<file path="src/rtl/conv_stream_engine.sv">
// Streaming convolution engine: loads C-channel KxK filters and NxN ifmaps over byte streams,
// computes a valid strided convolution summed over channels with one sequential signed MAC, and
// streams shifted, saturated results out through a one-deep output register with backpressure.
module conv_stream_engine #(
    parameter int unsigned DATA_W   = 8,
    parameter int unsigned IFMAP    = 5,
    parameter int unsigned FILTER   = 3,
    parameter int unsigned CHANNELS = 1,
    parameter int unsigned STRIDE   = 1,
    parameter int unsigned ACC_W    = 24,
    parameter int unsigned OUT_W    = 8,
    parameter int unsigned SHIFT    = 0
) (
    input  logic              clk,
    input  logic              rst,
    input  logic              start_i,
    output logic              busy_o,
    output logic              done_o,
    output logic              sat_flag_o,
    input  logic [DATA_W-1:0] flt_data_i,
    input  logic              flt_valid_i,
    output logic              flt_ready_o,
    input  logic [DATA_W-1:0] ifm_data_i,
    input  logic              ifm_valid_i,
    output logic              ifm_ready_o,
    output logic [OUT_W-1:0]  out_data_o,
    output logic              out_valid_o,
    input  logic              out_ready_i,
    output logic              out_last_o
);

    localparam int unsigned OutDim = (IFMAP - FILTER) / STRIDE + 1;
    localparam int unsigned MacN   = CHANNELS * FILTER * FILTER;
    localparam int unsigned IfmN   = CHANNELS * IFMAP * IFMAP;
    localparam int unsigned LdW    = $clog2(IfmN + 1);
    localparam int unsigned DimW   = $clog2(IFMAP + 1);
    localparam int unsigned ChW    = $clog2(CHANNELS + 1);
    localparam int unsigned FIdxW  = (MacN > 1) ? $clog2(MacN) : 1;
    localparam int unsigned IIdxW  = (IfmN > 1) ? $clog2(IfmN) : 1;
    localparam int unsigned ProdW  = 2 * DATA_W;

    localparam int OutMaxI = (1 << (OUT_W - 1)) - 1;
    localparam logic signed [ACC_W-1:0] OutMax = ACC_W'(OutMaxI);
    localparam logic signed [ACC_W-1:0] OutMin = ACC_W'(-OutMaxI - 1);

    // Geometry must tile exactly and the accumulator must hold a full product.
    if (FILTER > IFMAP || ((IFMAP - FILTER) % STRIDE) != 0 || ACC_W < ProdW) begin : g_bad_cfg
        $error("conv_stream_engine: illegal geometry or accumulator width");
    end

    typedef enum logic [2:0] {
        StIdle,
        StLoadFlt,
        StLoadIfm,
        StCompute,
        StDrain,
        StDone
    } state_e;

    state_e state_q, state_d;

    logic [DATA_W-1:0] flt_mem [MacN];
    logic [DATA_W-1:0] ifm_mem [IfmN];

    logic [LdW-1:0]          ld_q, ld_d;
    logic [ChW-1:0]          c_q, c_d;
    logic [DimW-1:0]         ky_q, ky_d, kx_q, kx_d, oy_q, oy_d, ox_q, ox_d;
    logic                    fin_q, fin_d;
    logic signed [ACC_W-1:0] acc_q, acc_d;
    logic                    sat_q, sat_d;
    logic [OUT_W-1:0]        out_data_q, out_data_d;
    logic                    out_valid_q, out_valid_d;
    logic                    out_last_q, out_last_d;

    logic                    flt_beat, ifm_beat;
    logic [FIdxW-1:0]        flt_idx;
    logic [IIdxW-1:0]        ifm_idx;
    logic signed [ProdW-1:0] flt_ext, ifm_ext, prod;
    logic signed [ACC_W-1:0] prod_ext, shifted;
    logic [OUT_W-1:0]        sat_val;
    logic                    clamped, first_term, last_pix;

    assign flt_beat = (state_q == StLoadFlt) && flt_valid_i;
    assign ifm_beat = (state_q == StLoadIfm) && ifm_valid_i;

    // Buffer writes; contents survive reset by design.
    always_ff @(posedge clk) begin
        if (!rst && flt_beat) flt_mem[FIdxW'(ld_q)] <= flt_data_i;
        if (!rst && ifm_beat) ifm_mem[IIdxW'(ld_q)] <= ifm_data_i;
    end

    // Operand addressing and sign-extended full-precision product.
    always_comb begin
        flt_idx    = FIdxW'((int'(c_q) * FILTER + int'(ky_q)) * FILTER + int'(kx_q));
        ifm_idx    = IIdxW'((int'(c_q) * IFMAP + int'(oy_q) * STRIDE + int'(ky_q)) * IFMAP
                            + int'(ox_q) * STRIDE + int'(kx_q));
        flt_ext    = ProdW'($signed(flt_mem[flt_idx]));
        ifm_ext    = ProdW'($signed(ifm_mem[ifm_idx]));
        prod       = flt_ext * ifm_ext;
        prod_ext   = ACC_W'(prod);
        first_term = (c_q == '0) && (ky_q == '0) && (kx_q == '0);
        last_pix   = (ox_q == DimW'(OutDim - 1)) && (oy_q == DimW'(OutDim - 1));
    end

    // Scale and saturate the finished accumulator.
    always_comb begin
        shifted = acc_q >>> SHIFT;
        clamped = 1'b1;
        if (shifted > OutMax) begin
            sat_val = OUT_W'(OutMax);
        end else if (shifted < OutMin) begin
            sat_val = OUT_W'(OutMin);
        end else begin
            clamped = 1'b0;
            sat_val = OUT_W'(shifted);
        end
    end

    // Next-state: FSM, load/MAC/pixel counters and the one-deep output register.
    always_comb begin
        state_d     = state_q;
        ld_d        = ld_q;
        c_d         = c_q;
        ky_d        = ky_q;
        kx_d        = kx_q;
        oy_d        = oy_q;
        ox_d        = ox_q;
        fin_d       = fin_q;
        acc_d       = acc_q;
        sat_d       = sat_q;
        out_data_d  = out_data_q;
        out_valid_d = out_valid_q;
        out_last_d  = out_last_q;

        if (out_valid_q && out_ready_i) begin
            out_valid_d = 1'b0;
            out_last_d  = 1'b0;
        end

        case (state_q)
            StIdle: begin
                if (start_i) begin
                    state_d = StLoadFlt;
                    sat_d   = 1'b0;
                end
            end
            StLoadFlt: begin
                if (flt_beat) begin
                    if (ld_q == LdW'(MacN - 1)) begin
                        ld_d    = '0;
                        state_d = StLoadIfm;
                    end else begin
                        ld_d = ld_q + LdW'(1);
                    end
                end
            end
            StLoadIfm: begin
                if (ifm_beat) begin
                    if (ld_q == LdW'(IfmN - 1)) begin
                        ld_d    = '0;
                        state_d = StCompute;
                    end else begin
                        ld_d = ld_q + LdW'(1);
                    end
                end
            end
            StCompute: begin
                if (!fin_q) begin
                    acc_d = first_term ? prod_ext : acc_q + prod_ext;
                    if (kx_q == DimW'(FILTER - 1)) begin
                        kx_d = '0;
                        if (ky_q == DimW'(FILTER - 1)) begin
                            ky_d = '0;
                            if (c_q == ChW'(CHANNELS - 1)) begin
                                c_d   = '0;
                                fin_d = 1'b1;
                            end else begin
                                c_d = c_q + ChW'(1);
                            end
                        end else begin
                            ky_d = ky_q + DimW'(1);
                        end
                    end else begin
                        kx_d = kx_q + DimW'(1);
                    end
                end else if (!out_valid_q || out_ready_i) begin
                    // Finalize; an occupied, unaccepted output register stalls here instead.
                    fin_d       = 1'b0;
                    out_data_d  = sat_val;
                    out_valid_d = 1'b1;
                    out_last_d  = last_pix;
                    if (clamped) sat_d = 1'b1;
                    if (ox_q == DimW'(OutDim - 1)) begin
                        ox_d = '0;
                        if (oy_q == DimW'(OutDim - 1)) begin
                            oy_d    = '0;
                            state_d = StDrain;
                        end else begin
                            oy_d = oy_q + DimW'(1);
                        end
                    end else begin
                        ox_d = ox_q + DimW'(1);
                    end
                end
            end
            StDrain: begin
                if (out_valid_q && out_ready_i) state_d = StDone;
            end
            StDone: begin
                state_d = StIdle;
            end
            default: begin
                state_d = StIdle;
            end
        endcase
    end

    // State registers with synchronous active-high reset.
    always_ff @(posedge clk) begin
        if (rst) begin
            state_q     <= StIdle;
            ld_q        <= '0;
            c_q         <= '0;
            ky_q        <= '0;
            kx_q        <= '0;
            oy_q        <= '0;
            ox_q        <= '0;
            fin_q       <= 1'b0;
            acc_q       <= '0;
            sat_q       <= 1'b0;
            out_data_q  <= '0;
            out_valid_q <= 1'b0;
            out_last_q  <= 1'b0;
        end else begin
            state_q     <= state_d;
            ld_q        <= ld_d;
            c_q         <= c_d;
            ky_q        <= ky_d;
            kx_q        <= kx_d;
            oy_q        <= oy_d;
            ox_q        <= ox_d;
            fin_q       <= fin_d;
            acc_q       <= acc_d;
            sat_q       <= sat_d;
            out_data_q  <= out_data_d;
            out_valid_q <= out_valid_d;
            out_last_q  <= out_last_d;
        end
    end

    assign busy_o      = (state_q != StIdle);
    assign done_o      = (state_q == StDone);
    assign flt_ready_o = (state_q == StLoadFlt);
    assign ifm_ready_o = (state_q == StLoadIfm);
    assign sat_flag_o  = sat_q;
    assign out_data_o  = out_data_q;
    assign out_valid_o = out_valid_q;
    assign out_last_o  = out_last_q;

endmodule
</file>
<file path="config.mk">
export PLATFORM = sky130hd
export DESIGN_NAME = conv_stream_engine
export DESIGN_NICKNAME = d
export VERILOG_FILES = /design/src/rtl/conv_stream_engine.sv
export SDC_FILE = /design/constraint.sdc
export NUM_CORES = 1
export LEC_CHECK = 0
export ABC_AREA = 1
export CORE_ASPECT_RATIO = 0.8
export CORE_MARGIN = 2
export CORE_UTILIZATION = 50
export DETAILED_ROUTE_END_ITERATION = 7
export PLACE_DENSITY = 0.65
export SETUP_SLACK_MARGIN = 0.4
export SYNTH_ARGS = -nofsm -noshare
export SYNTH_HDL_FRONTEND = slang
export SYNTH_SLANG_ARGS = --single-unit
export TNS_END_PERCENT = 100
</file>
<file path="constraint.sdc">
create_clock -name clk -period 11 [get_ports clk]
set_clock_uncertainty 0.1 [all_clocks]
set_input_delay 2.2 -clock clk [delete_from_list [all_inputs] [get_ports clk]]
set_output_delay 2.2 -clock clk [all_outputs]
set_load 0.02 [all_outputs]
</file>
# Word-level counts from Yosys, hierarchy flattened

Memory sizes are Yosys's and may differ from the RTL's.
Index checks and enable logic that the tools add are counted.

Register bits: 57
Memory bits (writable): 272
Input port bits: 22
Memories kept: 2

Memory list:

| memory  | depth | width | read ports | clocked after memory_dff | write ports | line | text |
|---|---|---|---|---|---|---|---|
| ifm_mem | 25    | 8     | 1          | 0                        | 1           | 63   | `logic [DATA_W-1:0] ifm_mem [IfmN];` |
| flt_mem | 9     | 8     | 1          | 0                        | 1           | 62   | `logic [DATA_W-1:0] flt_mem [MacN];` |

Add/subtract/negate cells: 13
Multipliers: 5
Magnitude comparators: 2
Equal/unequal tests: 22
Mux-type cells: 48
Bitwise gates (word level): 2
Reduce and logical (&&, ||, !) cells: 25

Operators by type and width:

| cell                | number |
|---|---|
| $mux 3              | 14 |
| $add 24x16->24      | 1 |
| $gt 24x8->1 const B | 1 |
| $lt 24x8->1 const B | 1 |
| $mux 1              | 24 |
| $mux 24             | 1 |
| $mux 5              | 4 |
| $eq 3x2->1 const B  | 6 |
| $mul 8x8->16        | 1 |
| $mux 8              | 2 |
| $pmux 3 s5          | 1 |
| $ne 2x2->1 const B  | 7 |
| $add 3x1->3 const B | 4 |
| $add 5x3->5         | 2 |
| $pmux 5 s2          | 1 |
| $reduce_and 10->1   | 1 |
| $logic_not 3->1     | 3 |
| $reduce_and 3->1    | 3 |
| $logic_and 1x1->1   | 8 |
| $ne 2x1->1 const B  | 4 |
| $reduce_and 4->1    | 2 |
| $add 5x3->6         | 1 |
| $eq 3x3->1 const B  | 2 |
| $mul 6x3->5 const B | 1 |
| other kinds (19)    | 22 |

# Longest topological paths before layout

An unclocked memory read counts as a cell.

Depth after elaboration: 10
Depth in mapped cells: 51

# Least setup slack after synthesis

No wires, ideal clock.

Path type: reg2reg
Start: register ky_q[1]
End: register acc_q[23]
Setup time: 0.117 ns
Data arrival time: 8.657 ns
Required time: 10.783 ns
Setup slack: 2.126 ns
Cell stages (with the launch flop): 47
Period minus slack after synthesis: 8.874 ns
Path through: dfxtp_1 -> ha_1 -> ha_1 -> inv_1 -> fa_1 -> inv_1 -> ha_1 -> ha_1 -> fa_1 -> fa_1 -> buf_2 -> inv_1 -> buf_1 -> nand2_1 -> nand3_1 -> o21ai_0 -> nand2_1 -> nand2_2 -> [... 11 more ...] -> nor2_1 -> nand3_1 -> nand3_1 -> inv_1 -> nand3_1 -> nand2_1 -> ha_1 -> nand2_1 -> nor2_1 -> nand2_1 -> nor2_1 -> nand2_1 -> nand4_1 -> nand3_1 -> nand2_1 -> nand2_1 -> nor2_1 -> nor2_1

Cells in the longest elaborated chain, start to end: 8
Elaborated cells on any way between the ends: 15
Those cells by class: add/sub (6); mul (3); mux (1); reduce/logical (3); memory (2)

RTL lines:

| item                     | line | text |
|---|---|---|
| from (decl)              | 67   | `logic [DimW-1:0] ky_q, ky_d, kx_q, kx_d, oy_q, oy_d, ox_q, ox_d;` |
| from (signal assigned)   | 238  | `ky_q <= ky_d;` |
| $add 5x3->6              | 95   | `ifm_idx = IIdxW'((int'(c_q) * IFMAP + int'(oy_q) * STRIDE + int'(ky_q)) * IFMAP` |
| $mul 6x3->5              | 95   |  |
| $add 5x3->5 (2 in a row) | 96   | `+ int'(ox_q) * STRIDE + int'(kx_q));` |
| $mem_v2 25x8             | --   |  |
| $mul 8x8->16             | 99   | `prod = flt_ext * ifm_ext;` |
| $add 24x16->24           | 169  | `acc_d = first_term ? prod_ext : acc_q + prod_ext;` |
| $mux 24 *                | 169  |  |
| to (signal assigned)     | 229  | `acc_q <= '0;` |
| to (signal assigned)     | 243  | `acc_q <= acc_d;` |
| to (decl)                | 69   | `logic signed [ACC_W-1:0] acc_q, acc_d;` |

Every way passes the cells marked *; elsewhere a longest branch is shown, timed or not.
A chain may end at the register's enable or synchronous reset.

# Worst setup path in the final report

Start: register ky_q[1]
End: register acc_q[13]

Same word-level chain as after synthesis.

==> impl_metrics.toml <==
[pwr]
ir_drop_mv = 0.129
leakagePower_nw = 8.21
p_per_area_mw_per_mm2 = 147

[worst_setup_path]
critPathArrivalTime_ns = 10.14
endpoint_kind = "flip-flop"
cpLargestDelayFamily = "adder cells"
rrSetupSlack_ns = 1.17
path_buf_inv = 7
slowest_stage = "fa_2"
worstPathMaxFanout = 12
slowest_delay_ns = 0.62
startpoint_type = "flip-flop"
path_class = "flip-flop to flip-flop"
critPathRequiredTime_ns = 11.31

[synthesis]
syn_area_sq_mm = 0.0184
synth_area_leaders = "edfxtp_1 44%, nand2_1 9.3%, fa_1 7.0%, dfxtp_1 6.1%, ha_1 5.3%"
netlist.top_cell.by_area = "edfxtp_1"
syn_area_per_cell_sq_um = 9.46
ys.flop_type = "edfxtp_1"
synth_top_area_share_pct = 44.5
synth_fp_nets = 2106
yosys_warnings = 0
synthArstFlopShare_pct = 0
synth_common_cells = "455 x nand2_1, 272 x edfxtp_1, 223 x inv_1"
ys_types = 53
syn_inst = 1942
ys_ff_latch = 328
synth_edf_count = 272
yosysSeqAreaShare_pct = 50.6
synth.most_common_cell = "nand2_1"

[hold_path]
hold_path.class = "flip-flop to flip-flop"

[sta]
period_minus_slack_ns = 9.83
final-setup-viol-count = 0
finalCritPeriodShare_pct = 89.3
maxSlewHeadroom_pct = 24.7
grt_setup_unrepaired = "no"
drv_slew = 0
setup-tns-final_ns = 0
timing.hold.ws_ns = 0.365
worstMarginPinSlew_ns = 1.13
hold_violations = 0
max_freq_mhz = 102

[clocking]
worst_skew_pair.late_latency_ns = 0.54
cts_made_buffers = 34
ctsHoldBuffers = 0
clk_pin_slew_worst_paths_ns = 0.06
htreeDepth = 2
cts_tree = "done"
cts.sinks = 328
cts.path.max_buffers = 3
root_buffer = "clkbuf_16"

[drt]
routedWlPerCell_um = 18.7
drc = 0
ant_nets = 0
firstDrtPassIters = 5
via_per_inst = 5.53
vias = 13600
drt_iter0_drc = 1425
drt-total-wl_mm = 46.0

[floorplanning]
core_sq_mm = 0.0361
io_pins = 37
die_width_um = 218
start_util_pct = 50.9
fp.dieH_um = 175
rows = 62
dieArea_sq_mm = 0.0383

[place]
io_buffer_count = 36
place_hpwl_mm = 31.6
gp_congestion = 0.921

[global_routing]
grt_pass1_wl_mm = 72.2
grt_usage_pct = 24.4
antenna_found_initial = 0
grt_max_degree = 97
grt_overflow = 0
grt_pass1_vias = 12900

[status]
status = "completed"

[run]
max_cap_viol_count = 0

[finish]
area_growth_pct = 9.62
drive_above_1_share_pct = 5.99
final_nets = 2127
-- power breakdown --
group          leakage (nW)  switching (mW)  internal [mW]  total, mW
clock network         0.499           0.483          0.621       1.10
logic                  4.81           0.344          0.171      0.515
registers              2.90         0.00217           1.35       1.35
-- what timing repair did --
action                     4_1_cts  5_1_grt
resized for setup                0        5
buffers inserted                 0        4
hold endpoints to repair         0        0
setup endpoints to repair        0       13
-- per-stage QoR --
stage	worst slack [ns]	area, sq um	instances	utilization (%)	total power [mW]
after floorplan	2.13	18400	1942	-	1.75
after global placement	0.796	19100	2402	52.8	1.87
after detailed placement	0.527	19100	2402	52.8	1.88
after CTS	0.484	20100	2460	55.7	2.97
after global routing	0.499	20100	2465	55.8	3.10
final	1.17	20100	2466	55.8	2.97
-- area by class of cell --
class                   count  area (sq um)
clock buffers              44           888
inverters                 237           896
well taps                 480           601
repair inverters            1          7.51
clock inverters            14           145
fillers                  3184         15900
repair buffers             48           450
multi-input cells        1313          7860
flip-flops and latches    328          9290
diodes                      1          2.50
-- path summary, 6_finish.rpt --
path | from | cells after the start | endpoint
hold / removal | out_data_o[4] | 2 | out_data_o[4]
hold reg to reg | out_data_o[4] | 2 | out_data_o[4]
setup reg to reg | ky_q[1] | 40 | acc_q[13]
setup / recovery | ky_q[1] | 40 | acc_q[13]
-- layer usage --
metal,global-route usage (%),vias to the layer above,part of all wire [%]
met3,4.81,75,8.2
li1,-,6592,-
met4,6.09,0,2.1
met2,36.3,477,43
met5,0,-,0
met1,36.8,6503,47
-- sequential cells by signal, summed over array words and instances (netlist names), 3 cells and up --
| name | count |
|---|---|
| ifm_mem | 200 |
| flt_mem | 72 |
| acc_q | 24 |
| out_data_o | 8 |
| ld_q | 5 |
| kx_q | 3 |
| ky_q | 3 |
| ox_q | 3 |
| oy_q | 3 |
| state_q | 3 |
-- cells by family (layout without fill, tap and decap cells) --
kind of cell	count (synthesis)	in the layout	synth area share, %
adders and majority gates	142	142	12.3
xor gates and xnor gates	21	21	1.00
buffers and inverters	301	344	6.97
and+or+nand+nor	865	865	20.1
AOI/OAI and AO/OA	285	285	9.11
other	0	1	0
DFF	328	328	50.6
-- placed cells by master, fill, tap and decap left out, types with 5 or more instances in the layout --
cell and instances:
xor2_1 15, xnor2_1 6, edfxtp_1 272, a22oi_1 29, inv_2 12, clkbuf_16 34
buf_4 12, ha_1 76, o21bai_1 5, nand2_1 453, dfxtp_1 56, o21ai_0 70
nand2_2 13, nor3_1 15, nand3_1 162, or2_2 7, nand3b_1 6, clkdlybuf4s50_1 36
inv_1 222, fa_1 63, a21oi_1 128, nor2_1 161, clkinv_1 6, a31oi_1 11
nand4_1 19, o211ai_1 7, nor3_2 9, clkbuf_1 10, o21ai_1 5
-- worst min-delay path: stages, from the launching register on --
cell and delay [ns]:
dfxtp_1 0.31, nand2_1 0.06, o21ai_1 0.05
Power figures use the tool's default switching activity.
